## src/rtl/rr_lock_arbiter.sv

```systemverilog
// N-way round-robin arbiter with lockable, registered one-hot grant and tenure counter.
// Define ARB_HOLD_TIMEOUT_EN to break a lock after MAX_HOLD cycles when others are waiting.
module rr_lock_arbiter #(
  parameter int unsigned N_REQ    = 4,
  parameter int unsigned W_CNT    = 8,
  parameter int unsigned MAX_HOLD = 255,
  localparam int unsigned W_IDX   = $clog2(N_REQ)
) (
  input  logic             clk,
  input  logic             rst_n,
  input  logic [N_REQ-1:0] req,
  input  logic             hold,
  output logic [N_REQ-1:0] gnt,
  output logic             gnt_valid,
  output logic [W_IDX-1:0] gnt_idx,
  output logic [W_CNT-1:0] hold_cnt
);

  localparam int unsigned W_SUM = W_IDX + 1;

  if (N_REQ < 2) begin : g_bad_n_req
    $error("rr_lock_arbiter: N_REQ must be at least 2");
  end
  if (64'(MAX_HOLD) >= (64'd1 << W_CNT)) begin : g_bad_max_hold
    $error("rr_lock_arbiter: MAX_HOLD must fit in W_CNT bits");
  end

  logic [N_REQ-1:0] gnt_q, gnt_d;
  logic             valid_q, valid_d;
  logic [W_IDX-1:0] idx_q, idx_d;
  logic [W_IDX-1:0] ptr_q, ptr_d;
  logic [W_CNT-1:0] cnt_q, cnt_d;

  logic             found;
  logic [W_IDX-1:0] win;
  logic [W_SUM-1:0] cand;
  logic [W_SUM-1:0] win_inc;
  logic             locked;

  // Rotating priority scan: first requester at or after ptr wins.
  always_comb begin
    found = 1'b0;
    win   = '0;
    cand  = '0;
    for (int unsigned i = 0; i < N_REQ; i++) begin
      cand = {1'b0, ptr_q} + W_SUM'(i);
      if (cand >= W_SUM'(N_REQ)) cand = cand - W_SUM'(N_REQ);
      if (!found && req[cand[W_IDX-1:0]]) begin
        found = 1'b1;
        win   = cand[W_IDX-1:0];
      end
    end
  end

  always_comb begin
    locked = valid_q & hold & (|(gnt_q & req));
`ifdef ARB_HOLD_TIMEOUT_EN
    // Forced rotation only when someone else is actually waiting.
    if ((cnt_q == W_CNT'(MAX_HOLD)) && (|(req & ~gnt_q))) locked = 1'b0;
`endif
  end

  always_comb begin
    win_inc = {1'b0, win} + W_SUM'(1);
    if (win_inc == W_SUM'(N_REQ)) win_inc = '0;

    gnt_d   = gnt_q;
    valid_d = valid_q;
    idx_d   = idx_q;
    ptr_d   = ptr_q;
    if (!locked) begin
      if (found) begin
        gnt_d   = {{(N_REQ-1){1'b0}}, 1'b1} << win;
        valid_d = 1'b1;
        idx_d   = win;
        ptr_d   = win_inc[W_IDX-1:0];
      end else begin
        gnt_d   = '0;
        valid_d = 1'b0;
        idx_d   = '0;
      end
    end

    // Tenure restarts on a new owner; an unlocked re-grant of the same owner keeps counting.
    if (!valid_d || (gnt_d != gnt_q)) begin
      cnt_d = '0;
    end else if (cnt_q != {W_CNT{1'b1}}) begin
      cnt_d = cnt_q + W_CNT'(1);
    end else begin
      cnt_d = cnt_q;
    end
  end

  always_ff @(posedge clk or negedge rst_n) begin
    if (!rst_n) begin
      gnt_q   <= '0;
      valid_q <= 1'b0;
      idx_q   <= '0;
      ptr_q   <= '0;
      cnt_q   <= '0;
    end else begin
      gnt_q   <= gnt_d;
      valid_q <= valid_d;
      idx_q   <= idx_d;
      ptr_q   <= ptr_d;
      cnt_q   <= cnt_d;
    end
  end

  assign gnt       = gnt_q;
  assign gnt_valid = valid_q;
  assign gnt_idx   = idx_q;
  assign hold_cnt  = cnt_q;

endmodule

```

## config.mk

```make
export PLATFORM = sky130hd
export DESIGN_NAME = rr_lock_arbiter
export DESIGN_NICKNAME = d
export VERILOG_FILES = /design/src/rtl/rr_lock_arbiter.sv
export SDC_FILE = /design/constraint.sdc
export NUM_CORES = 1
export LEC_CHECK = 0
export BUFFER_PORTS_ARGS = -buffer_cell sky130_fd_sc_hd__buf_2
export CAP_MARGIN = 20
export CORE_MARGIN = 8
export CORE_UTILIZATION = 40
export CTS_BUF_LIST = sky130_fd_sc_hd__clkbuf_16
export CTS_CLUSTER_SIZE = 24
export DETAILED_ROUTE_END_ITERATION = 10
export HOLD_SLACK_MARGIN = 0.02
export PLACE_DENSITY = 0.58
export SYNTH_ARGS = -nofsm -noshare
export SYNTH_HDL_FRONTEND = slang
export SYNTH_SLANG_ARGS = --single-unit
```

## constraint.sdc

```tcl
create_clock -name clk -period 6.25 [get_ports clk]
set_input_delay 1.25 -clock clk [delete_from_list [all_inputs] [get_ports clk]]
set_output_delay 1.25 -clock clk [all_outputs]
set_load 0.01 [all_outputs]
```

==> metrics.csv, run 1 <==
metric,value,unit
status,finished clean,
worst_pin_slew,833.8,ps
grt_pass1_wl,3.588,mm
ioPinCount,22,
power.density,425.4,nW/um^2
grt_usage,10.43,%
final_util,51.43,%
min_from,gnt_idx[0]$_DFFE_PN0N_,
fp.dieH,64.63,microns
rows,17,
grt_pass1_vias,788,
syn_area_per_cell,10.06,sq um
yosys_warnings,0,
yosysTopAreaCellShare,44.97,%
synthCells,94,
max_stage_delay,510,ps
overflow,0,
wl_per_cell,14.45,microns
hpwl,1.588,mm
rr_endpoint,hold_cnt[5]$_DFFE_PN0P_,
dr.pass1.iters,4,
cts_tree,done,
drt_wl_total,2.095,mm
vias_per_cell,5.297,
cts_sinks,17,
final_cell_area,1149,sq um
drtIter0Drc,14,
crit_path_max_fanout,8,
place_inst,141,
syn2layout_area_growth,21.43,%
cts_max_level,1,
finalPower,488.6,uW
layout_commonest_cell,buf_2,
ir_drop,0.0002395,V
worstSetupStartpoint,req[0],
grt_setup_unrepaired,false,
synth-seq-cells,17,
synthesis.nets,106,
slew_violations,0,
clk_pin_slew,50,ps
synth_cell_type_count,32,
leakage,0.5869,nW
ant_nets,0,
cts-root-buf,clkbuf_16,
yosys.area.top_type,dfrtp_1,
cts_setup_buffers,0,
cts_hold_buffers,0,
gp_congestion,0.7488,
reg2reg_depth,9,
start_util,42.35,%
whs_path_depth,1,
layoutNonFillerInstCount,145,
die_x,64.63,microns
hold_path_end,gnt_idx[0]$_DFFE_PN0N_,
min_path_type,register to register,
nNetsFinal,130,
final_cell_mix,"buf_2, dfrtp_1, nand2_1",
tns,0,ps
cts_buffer_depth,2,
fin_ws,2994,ps
max-slew-margin-rel,44.41,%
critPathKind,input pin to register,
crit_arrival,3400,ps
pre_cts_ws,2728,ps
cp.required,6400,ps
yosysSeqAreaShare,44.97,%
core,2233,sq um
synth_area,945.9,sq um
max-cap-violations,0,
finalHoldViolations,0,
insertion_delay,250,ps
period_share,52.09,%
finalClockSkew,2.835,ps
r2r_slack,3690,ps
cp_slowest_cell,a211oi_1,
setup_viol,0,
antenna_found_initial,0,
drc,0,
drive_above_1_share,25.64,%
endpoint_kind,register,
fp.dieArea,4177,sq um
start_kind,input pin,
vias,768,
placed_area,1070,sq um
netlist_top_cells_area,"dfrtp_1, ha_1, xor2_1",
cts_resized,0,
fmax,307.1,MHz
cts_buffers,3,
antennaDiodeCount,0,
period_needed,3256,ps
grt_max_degree,18,
crit_chain,"buf_2, nand2_1, a21oi_1, a211oi_1, inv_1, ha_1, xor2_1, nor4_1, a21oi_2, a311oi_1",
r2r_start,ptr_q[1]$_DFFE_PN0P_,
portBuffers,21,
hold_slack,507.0,ps
==> worst max-delay path: cells and delay by family <==
kind | cells | cell delay (ps)
xor+xnor | 1 | 150
fa+ha+maj | 1 | 260
compound gates | 4 | 1030
simple gates | 2 | 460
buf+inv | 2 | 260
==> per-layer routing <==
layer	GRT usage [%]	vias to the layer above	routed length, microns
met5	0	-	0
met4	3.270	0	9
met1	12.30	366	967
met2	17.39	13	997
li1	-	387	-
met3	3.608	2	121
==> kinds of logic (layout without fill, tap and decap cells) <==
group | Yosys count | after routing | share of synthesized area, %
and+or+nand+nor | 32 | 32 | 18.12
AOI/OAI and AO/OA | 22 | 22 | 14.81
DFF | 17 | 17 | 44.97
buffers and inverters | 7 | 30 | 3.834
xor gates and xnor gates | 6 | 6 | 5.556
adders and majority gates | 5 | 5 | 6.614
muxes | 5 | 5 | 6.084
==> cell usage after synthesis (all sizes together) <==
cell type / count
nand2: 11
mux2i: 2
and4: 1
and4b: 2
nor3b: 1
clkinv: 1
xor2: 5
a211oi: 3
nand3: 2
inv: 4
mux2: 3
and2: 1
ha: 5
or4: 1
buf: 2
a21oi: 8
nor2: 5
o21ai: 4
nor4: 1
and3: 4
a311oi: 1
nor3: 2
nand3b: 1
a2bb2oi: 2
a31oi: 2
a22oi: 2
xnor2: 1
dfrtp: 17
==> power breakdown <==
group / internal (mW) / switching (mW)
clock: 0.0849 / 0.0403
sequential: 0.142 / 0.0345
combinational: 0.0844 / 0.102
total: 0.312 / 0.177
==> registers in the layout, indices dropped and copies added (netlist names) <==
name       count
gnt            4
gnt_valid      1
gnt_idx        2
ptr_q          2
hold_cnt       8
==> worst max path at each step <==
stage                                    to  slack (ps)  cells after the start
floorplan           hold_cnt[5]$_DFFE_PN0P_        3200                      9
global placement    hold_cnt[5]$_DFFE_PN0P_        2870                     10
detailed placement  hold_cnt[5]$_DFFE_PN0P_        2730                     10
CTS                 hold_cnt[5]$_DFFE_PN0P_        3000                     10
global route        hold_cnt[5]$_DFFE_PN0P_        2760                     10
finish              hold_cnt[5]$_DFFE_PN0P_        2990                     10
==> cell type report <==
type	instances	area, sq um
inverters	5	20.02
well taps	28	35.03
flip-flops and latches	17	425.4
clock inverters	1	3.754
multi-input cells	70	484.2
repair buffers	21	105.1
fillers	207	1085
clock buffers	3	75.07
(Power assumes the default switching activity.)
==> inputs of run 2 (changes only) <==
--- a/config.mk
+++ b/config.mk
@@ -13,7 +13,7 @@
 export CTS_CLUSTER_SIZE = 24
 export DETAILED_ROUTE_END_ITERATION = 10
 export HOLD_SLACK_MARGIN = 0.02
-export PLACE_DENSITY = 0.58
+export PLACE_DENSITY = 0.61
 export SYNTH_ARGS = -nofsm -noshare
 export SYNTH_HDL_FRONTEND = slang
 export SYNTH_SLANG_ARGS = --single-unit
==> constraint.sdc (replaced) <==
create_clock -name clk -period 2.8 [get_ports clk]
set_input_delay 0.56 -clock clk [delete_from_list [all_inputs] [get_ports clk]]
set_output_delay 0.56 -clock clk [all_outputs]
set_load 0.01 [all_outputs]
==> run 2 against run 1 <==
Effect of this change: sequential cell count did not move; register-to-register slack got worse by 3200 ps; global-route usage is 0.78 points higher; via count stayed put; cell count is 1.4% higher; utilization increased by 0.67 points.
==> metrics.csv, run 2 (synthesis results as in run 1) <==
metric,value,unit,change
grt_setup_unrepaired,false,,
grt_pass1_wl,3.657,mm,+1.9%
ioPinCount,22,,unchanged
cts_sinks,17,,unchanged
final_util,52.10,%,+0.67 points
fill_cells,211,,+1.9%
grt_pass1_vias,788,,unchanged
finalHoldViolations,0,,unchanged
max-slew-margin-rel,73.67,%,+29 points
crit_path_max_fanout,8,,unchanged
clkPwrFrac,25.4,%,-0.2 points
drc,0,,unchanged
switchingPower,395.6,uW,+120%
power.density,947.4,nW/um^2,+120%
antennaDiodeCount,0,,unchanged
finalPower,1.102,mW,+130%
syn2layout_area_growth,23.02,%,
overflow,0,,unchanged
cts_tree,done,,
finalClockSkew,4.422,ps,+1.587 ps
start_kind,register,,
min_path_type,input pin to asynchronous set/reset pin,,
cts_max_level,1,,unchanged
cts_hold_buffers,0,,unchanged
insertion_delay,250,ps,about the same
largest_reg_flops,8,,unchanged
swShare,35.88,%,-0.35 points
fp.dieArea,4177,sq um,unchanged
tns,0,ps,unchanged
gp_congestion,0.8741,,+17%
clk_pin_slew,50,ps,about the same
period_share,81.11,%,
portBuffers,21,,unchanged
start_util,42.35,%,unchanged
dr.pass1.iters,5,,+1
seqPwrFrac,35.7,%,-0.5 points
drt_wl_total,2.083,mm,-0.57%
antenna_found_initial,0,,unchanged
cts_buffer_depth,2,,unchanged
slew_violations,0,,unchanged
multi_input_area,484.2,sq um,unchanged
combPwrFrac,38.9,%,+0.7 points
core,2233,sq um,unchanged
final_cell_mix,"buf_2, dfrtp_1, nand2_1",,
leakage,0.5969,nW,+1.7%
p_int,706.8,uW,+130%
fp.dieH,64.63,microns,unchanged
wl_per_cell,14.17,microns,-1.9%
critPathKind,register to register,,
drtIter0Drc,24,,+10
drive_above_1_share,26.89,%,+1.2 points
regArea,425.4,sq um,unchanged
vias,768,,unchanged
setup_viol,0,,unchanged
grt_max_degree,18,,unchanged
ir_drop,0.0006048,V,+150%
cts_buffers,3,,unchanged
cts_setup_buffers,0,,unchanged
r2r_start,ptr_q[0]$_DFFE_PN0P_,,
ant_nets,0,,unchanged
layout_commonest_cell,buf_2,,
cts_resized,0,,unchanged
grt_usage,11.21,%,+0.78 points
endpoint_kind,register,,
die_x,64.63,microns,unchanged
status,finished clean,,
fmax,440.3,MHz,
crit_arrival,2420,ps,-980 ps
hpwl,1.527,mm,-3.8%
worstSetupStartpoint,ptr_q[0]$_DFFE_PN0P_,,
cp.required,2950,ps,-3450 ps
worst_pin_slew,395.0,ps,-438.8 ps
vias_per_cell,5.224,,-1.4%
period_needed,2271,ps,
max-cap-violations,0,,unchanged
rows,17,,unchanged
nNetsFinal,132,,+1.5%
cts-root-buf,clkbuf_16,,
[run 2: cell count changes in the layout (fill, tap and decap cells not counted)]
cell,before,now
buf_4,0,2
[run 2: worst max-delay path: stages (launching register included)]
cell and delay, ps:
dfrtp_1 390, inv_1 70, a21oi_1 140, a2bb2oi_1 310
inv_1 110, ha_1 230, xor2_1 160, nor4_1 340
a21oi_2 190, a211oi_1 240
[run 2: layout make-up]
cell class                      instances  share of cell area [%]
Timing Repair Buffer                   23                   10.32
Clock buffer                            3                   6.452
Tap cell                               28                   3.011
Clock inverter                          1                  0.3226
Inverter                                5                   1.720
Sequential cell                        17                   36.56
Multi-Input combinational cell         70                   41.61
[run 2: final timing paths]
check	to	slack, ps	cells past startpoint
worst min-delay path	gnt[1]$_DFF_PN0_	230	1
worst min register to register	gnt_idx[0]$_DFFE_PN0N_	500	1
max in group asynchronous	ptr_q[1]$_DFFE_PN0P_	2280	1
worst max-delay path	hold_cnt[4]$_DFFE_PN0P_	530	9
min in group clk	gnt_idx[0]$_DFFE_PN0N_	500	1
worst max register to register	hold_cnt[4]$_DFFE_PN0P_	530	9
[run 2: metrics by stage]
| step | cells | setup slack [ps] | instance area [sq um] | hold slack [ps] |
|---|---|---|---|---|
| 5_1_grt | 147 | 265.4 | 1164 | 258.7 |
| 3_3_place_gp | 143 | 345.4 | 1085 | 492.5 |
| 2_1_floorplan | 94 | 442.9 | 945.9 | 264.4 |
| 3_5_place_dp | 143 | 255.9 | 1085 | 497.1 |
| 4_1_cts | 147 | 509.4 | 1164 | 244.0 |
| 6_report | 147 | 529.0 | 1164 | 231.0 |
[run 2: routing by layer]
layer	vias up	global-route usage (%)	share of wire (%)
li1	388	-	-
met1	362	13.40	46
met2	13	17.39	48
met3	5	4.467	4.7
met4	0	4.905	1.7
met5	-	0	0
[run 2: power groups by stage]
stage               registers, mW  logic, mW  clock network, mW
floorplan                   0.410      0.272                  0
finish                      0.394      0.429              0.280
detailed placement          0.400      0.433                  0
global route                0.411      0.482              0.300
global placement            0.397      0.429                  0
CTS                         0.398      0.439              0.288
==> inputs of run 3 (changes only) <==
--- a/config.mk
+++ b/config.mk
@@ -13,7 +13,7 @@
 export CTS_CLUSTER_SIZE = 24
 export DETAILED_ROUTE_END_ITERATION = 10
 export HOLD_SLACK_MARGIN = 0.02
-export PLACE_DENSITY = 0.61
+export PLACE_DENSITY = 0.58
 export SYNTH_ARGS = -nofsm -noshare
 export SYNTH_HDL_FRONTEND = slang
 export SYNTH_SLANG_ARGS = --single-unit
==> constraint.sdc (replaced) <==
create_clock -name clk -period 2.1 [get_ports clk]
set_input_delay 0.42 -clock clk [delete_from_list [all_inputs] [get_ports clk]]
set_output_delay 0.42 -clock clk [all_outputs]
set_load 0.01 [all_outputs]
==> run 3 against run 2 <==
Effect of this change: clock skew shrank 3.2 ps; sequential share of layout area shrank 5.4 points; cell count grew 8.8%; combinational power grew 99%; routed wire length grew 13%; die area is the same; critical path depth shrank 1; largest cell class unchanged; total power grew 61%; register-to-register slack lost 610 ps; largest power group unchanged; the run now ends with setup timing left.
==> metrics.csv, run 3 (synthesis results as in run 1) <==
metric,value,unit,change
cp_top_family,compound AO/OA/AOI/OAI gates,,
fp.dieH,64.63,microns,unchanged
p_int,1.110,mW,+57%
grt_setup_unrepaired,true,,
leakage,0.6610,nW,+11%
cp.required,2240,ps,-710 ps
crit_arrival,2320,ps,-100 ps
core,2233,sq um,unchanged
antenna_found_initial,0,,unchanged
finalHoldViolations,0,,unchanged
cts_hold_buffers,0,,unchanged
status,"complete, but fails checks",,
ioPinCount,22,,unchanged
drc,0,,unchanged
violations,setup timing,,
grt_max_degree,18,,unchanged
largest_reg_flops,8,,unchanged
rows,17,,unchanged
finalClockSkew,1.199,ps,-3.223 ps
clk_pin_slew,50,ps,about the same
swShare,37.31,%,+1.4 points
wl_met1,1.063,mm,+12%
reg2reg_depth,8,,-1
wl_met3,138,microns,+42%
hold_slack,89.48,ps,-141.6 ps
insertion_delay,250,ps,about the same
endpoint_kind,register,,
fp.dieArea,4177,sq um,unchanged
cts_tree,done,,
max-slew-margin-rel,44.05,%,-30 points
regArea,426.7,sq um,+0.29%
r2r_start,ptr_q[1]$_DFFE_PN0P_,,
dr.pass1.iters,4,,-1
fill_cells,182,,-14%
hpwl,1.603,mm,+5.0%
cts-root-buf,clkbuf_16,,
start_util,42.35,%,unchanged
slew_violations,0,,unchanged
worst-path-stages,8,,-1
die_x,64.63,microns,unchanged
period_needed,2178,ps,-92.71 ps
ir_drop,0.0006992,V,+16%
start_kind,register,,
gp_congestion,0.7568,,-13%
final_util,61.40,%,+9.3 points
period_share,103.7,%,+23 points
syn2layout_area_growth,44.97,%,
final_cell_mix,"buf_2, dfrtp_1, buf_4",,
nNetsFinal,145,,+9.8%
grt_pass1_wl,3.795,mm,+3.8%
cts_max_level,1,,unchanged
cp.buffers_inverters,1,,-1
power.density,1291,nW/um^2,+36%
max_stage_delay,430,ps,+40 ps
critPathKind,register to register,,
met2_length,1.132,mm,+13%
cp_slowest_cell,dfrtp_2,,
grt_pass1_vias,828,,+5.1%
layout_commonest_cell,buf_2,,
pre_cts_ws,-229.0,ps,-484.9 ps
portBuffers,21,,unchanged
clkPwrFrac,21.1,%,-4.3 points
drt_wl_total,2.358,mm,+13%
r2r_slack,-80,ps,-610 ps
seqPwrFrac,30.7,%,-5.0 points
antennaDiodeCount,0,,unchanged
cts_sinks,17,,unchanged
ant_nets,0,,unchanged
fin_ws,-78.32,ps,-607.3 ps
worst_pin_slew,839.2,ps,+444.2 ps
crit_path_max_fanout,7,,-1
highest_layer,met4,,
drtIter0Drc,25,,+4.2%
grt_usage,11.21,%,about the same
switchingPower,660.5,uW,+67%
rr_endpoint,hold_cnt[5]$_DFFE_PN0P_,,
crit_chain,"mux2i_1, a211oi_2, buf_4, ha_4, xor2_2, nor4_2, a21oi_2, a311oi_1",,
drive_above_1_share,50.76,%,+24 points
overflow,0,,unchanged
cts_buffer_depth,2,,unchanged
vias,834,,+8.6%
combPwrFrac,48.2,%,+9.3 points
wl_per_cell,14.74,microns,+4.0%
min_path_type,input pin to asynchronous set/reset pin,,
vias_per_cell,5.213,,-0.23%
multi_input_area,593.1,sq um,+22%
max-cap-violations,0,,unchanged
cts_buffers,3,,unchanged
setup_viol,6,,+6
fmax,459.1,MHz,+4.3%
## run 3: changes by cell type in the layout (fill, tap and decap cells not counted), sizes merged
cell  before  now
buf       23   36
## run 3: final cells by class
cell class | count | area share [%]
well taps | 28 | 2.555
multi-input cells | 70 | 43.25
flip-flops and latches | 17 | 31.11
clock inverters | 1 | 0.2737
inverters | 5 | 1.460
clock buffers | 3 | 5.474
repair buffers | 36 | 15.88
## run 3: worst max path at each step
stage,from,to,slack (ps)
3_5_place_dp,req[0],hold_cnt[4]$_DFFE_PN0P_,-230
2_1_floorplan,ptr_q[1]$_DFFE_PN0P_,hold_cnt[5]$_DFFE_PN0P_,10
5_1_grt,ptr_q[1]$_DFFE_PN0P_,hold_cnt[5]$_DFFE_PN0P_,-150
4_1_cts,ptr_q[1]$_DFFE_PN0P_,hold_cnt[5]$_DFFE_PN0P_,-30
3_3_place_gp,req[0],hold_cnt[5]$_DFFE_PN0P_,-140
6_report,ptr_q[1]$_DFFE_PN0P_,hold_cnt[5]$_DFFE_PN0P_,-80
## run 3: power by group through the flow
stage	Clock, mW	Combinational [mW]	Sequential (mW)
2_1_floorplan	0	0.369	0.547
3_3_place_gp	0	0.626	0.524
3_5_place_dp	0	0.632	0.528
4_1_cts	0.385	0.750	0.528
5_1_grt	0.396	0.947	0.561
6_report	0.374	0.853	0.543
## run 3: worst reg2reg max path, stage by stage, from the launching register on
cell,delay (ps)
dfrtp_2,430
mux2i_1,140
a211oi_2,290
buf_4,200
ha_4,160
xor2_2,70
nor4_2,320
a21oi_2,170
a311oi_1,290
## run 3: stage by stage
step | cell area [sq um] | instances | power [mW] | TNS, ps
2_1_floorplan | 950.9 | 94 | 0.9157 | 0
3_3_place_gp | 1150 | 151 | 1.150 | -551.5
6_report | 1371 | 160 | 1.771 | -164.2
5_1_grt | 1371 | 160 | 1.904 | -984.7
3_5_place_dp | 1150 | 151 | 1.160 | -1066
4_1_cts | 1308 | 158 | 1.663 | -25.96
## run 3: what timing repair did
item | in CTS | in global routing
pin swaps | 5 | 11
endpoints found under the setup margin | 5 | 8
endpoints found under the hold margin | 0 | 0
resized for setup | 11 | 13
buffers inserted | 3 | 2
## run 3: metal layers
metal / vias up / GRT usage, %
met5: - / 0
met1: 388 / 14.10
met4: 0 / 4.905
li1: 417 / -
met2: 25 / 16.89
met3: 4 / 3.952
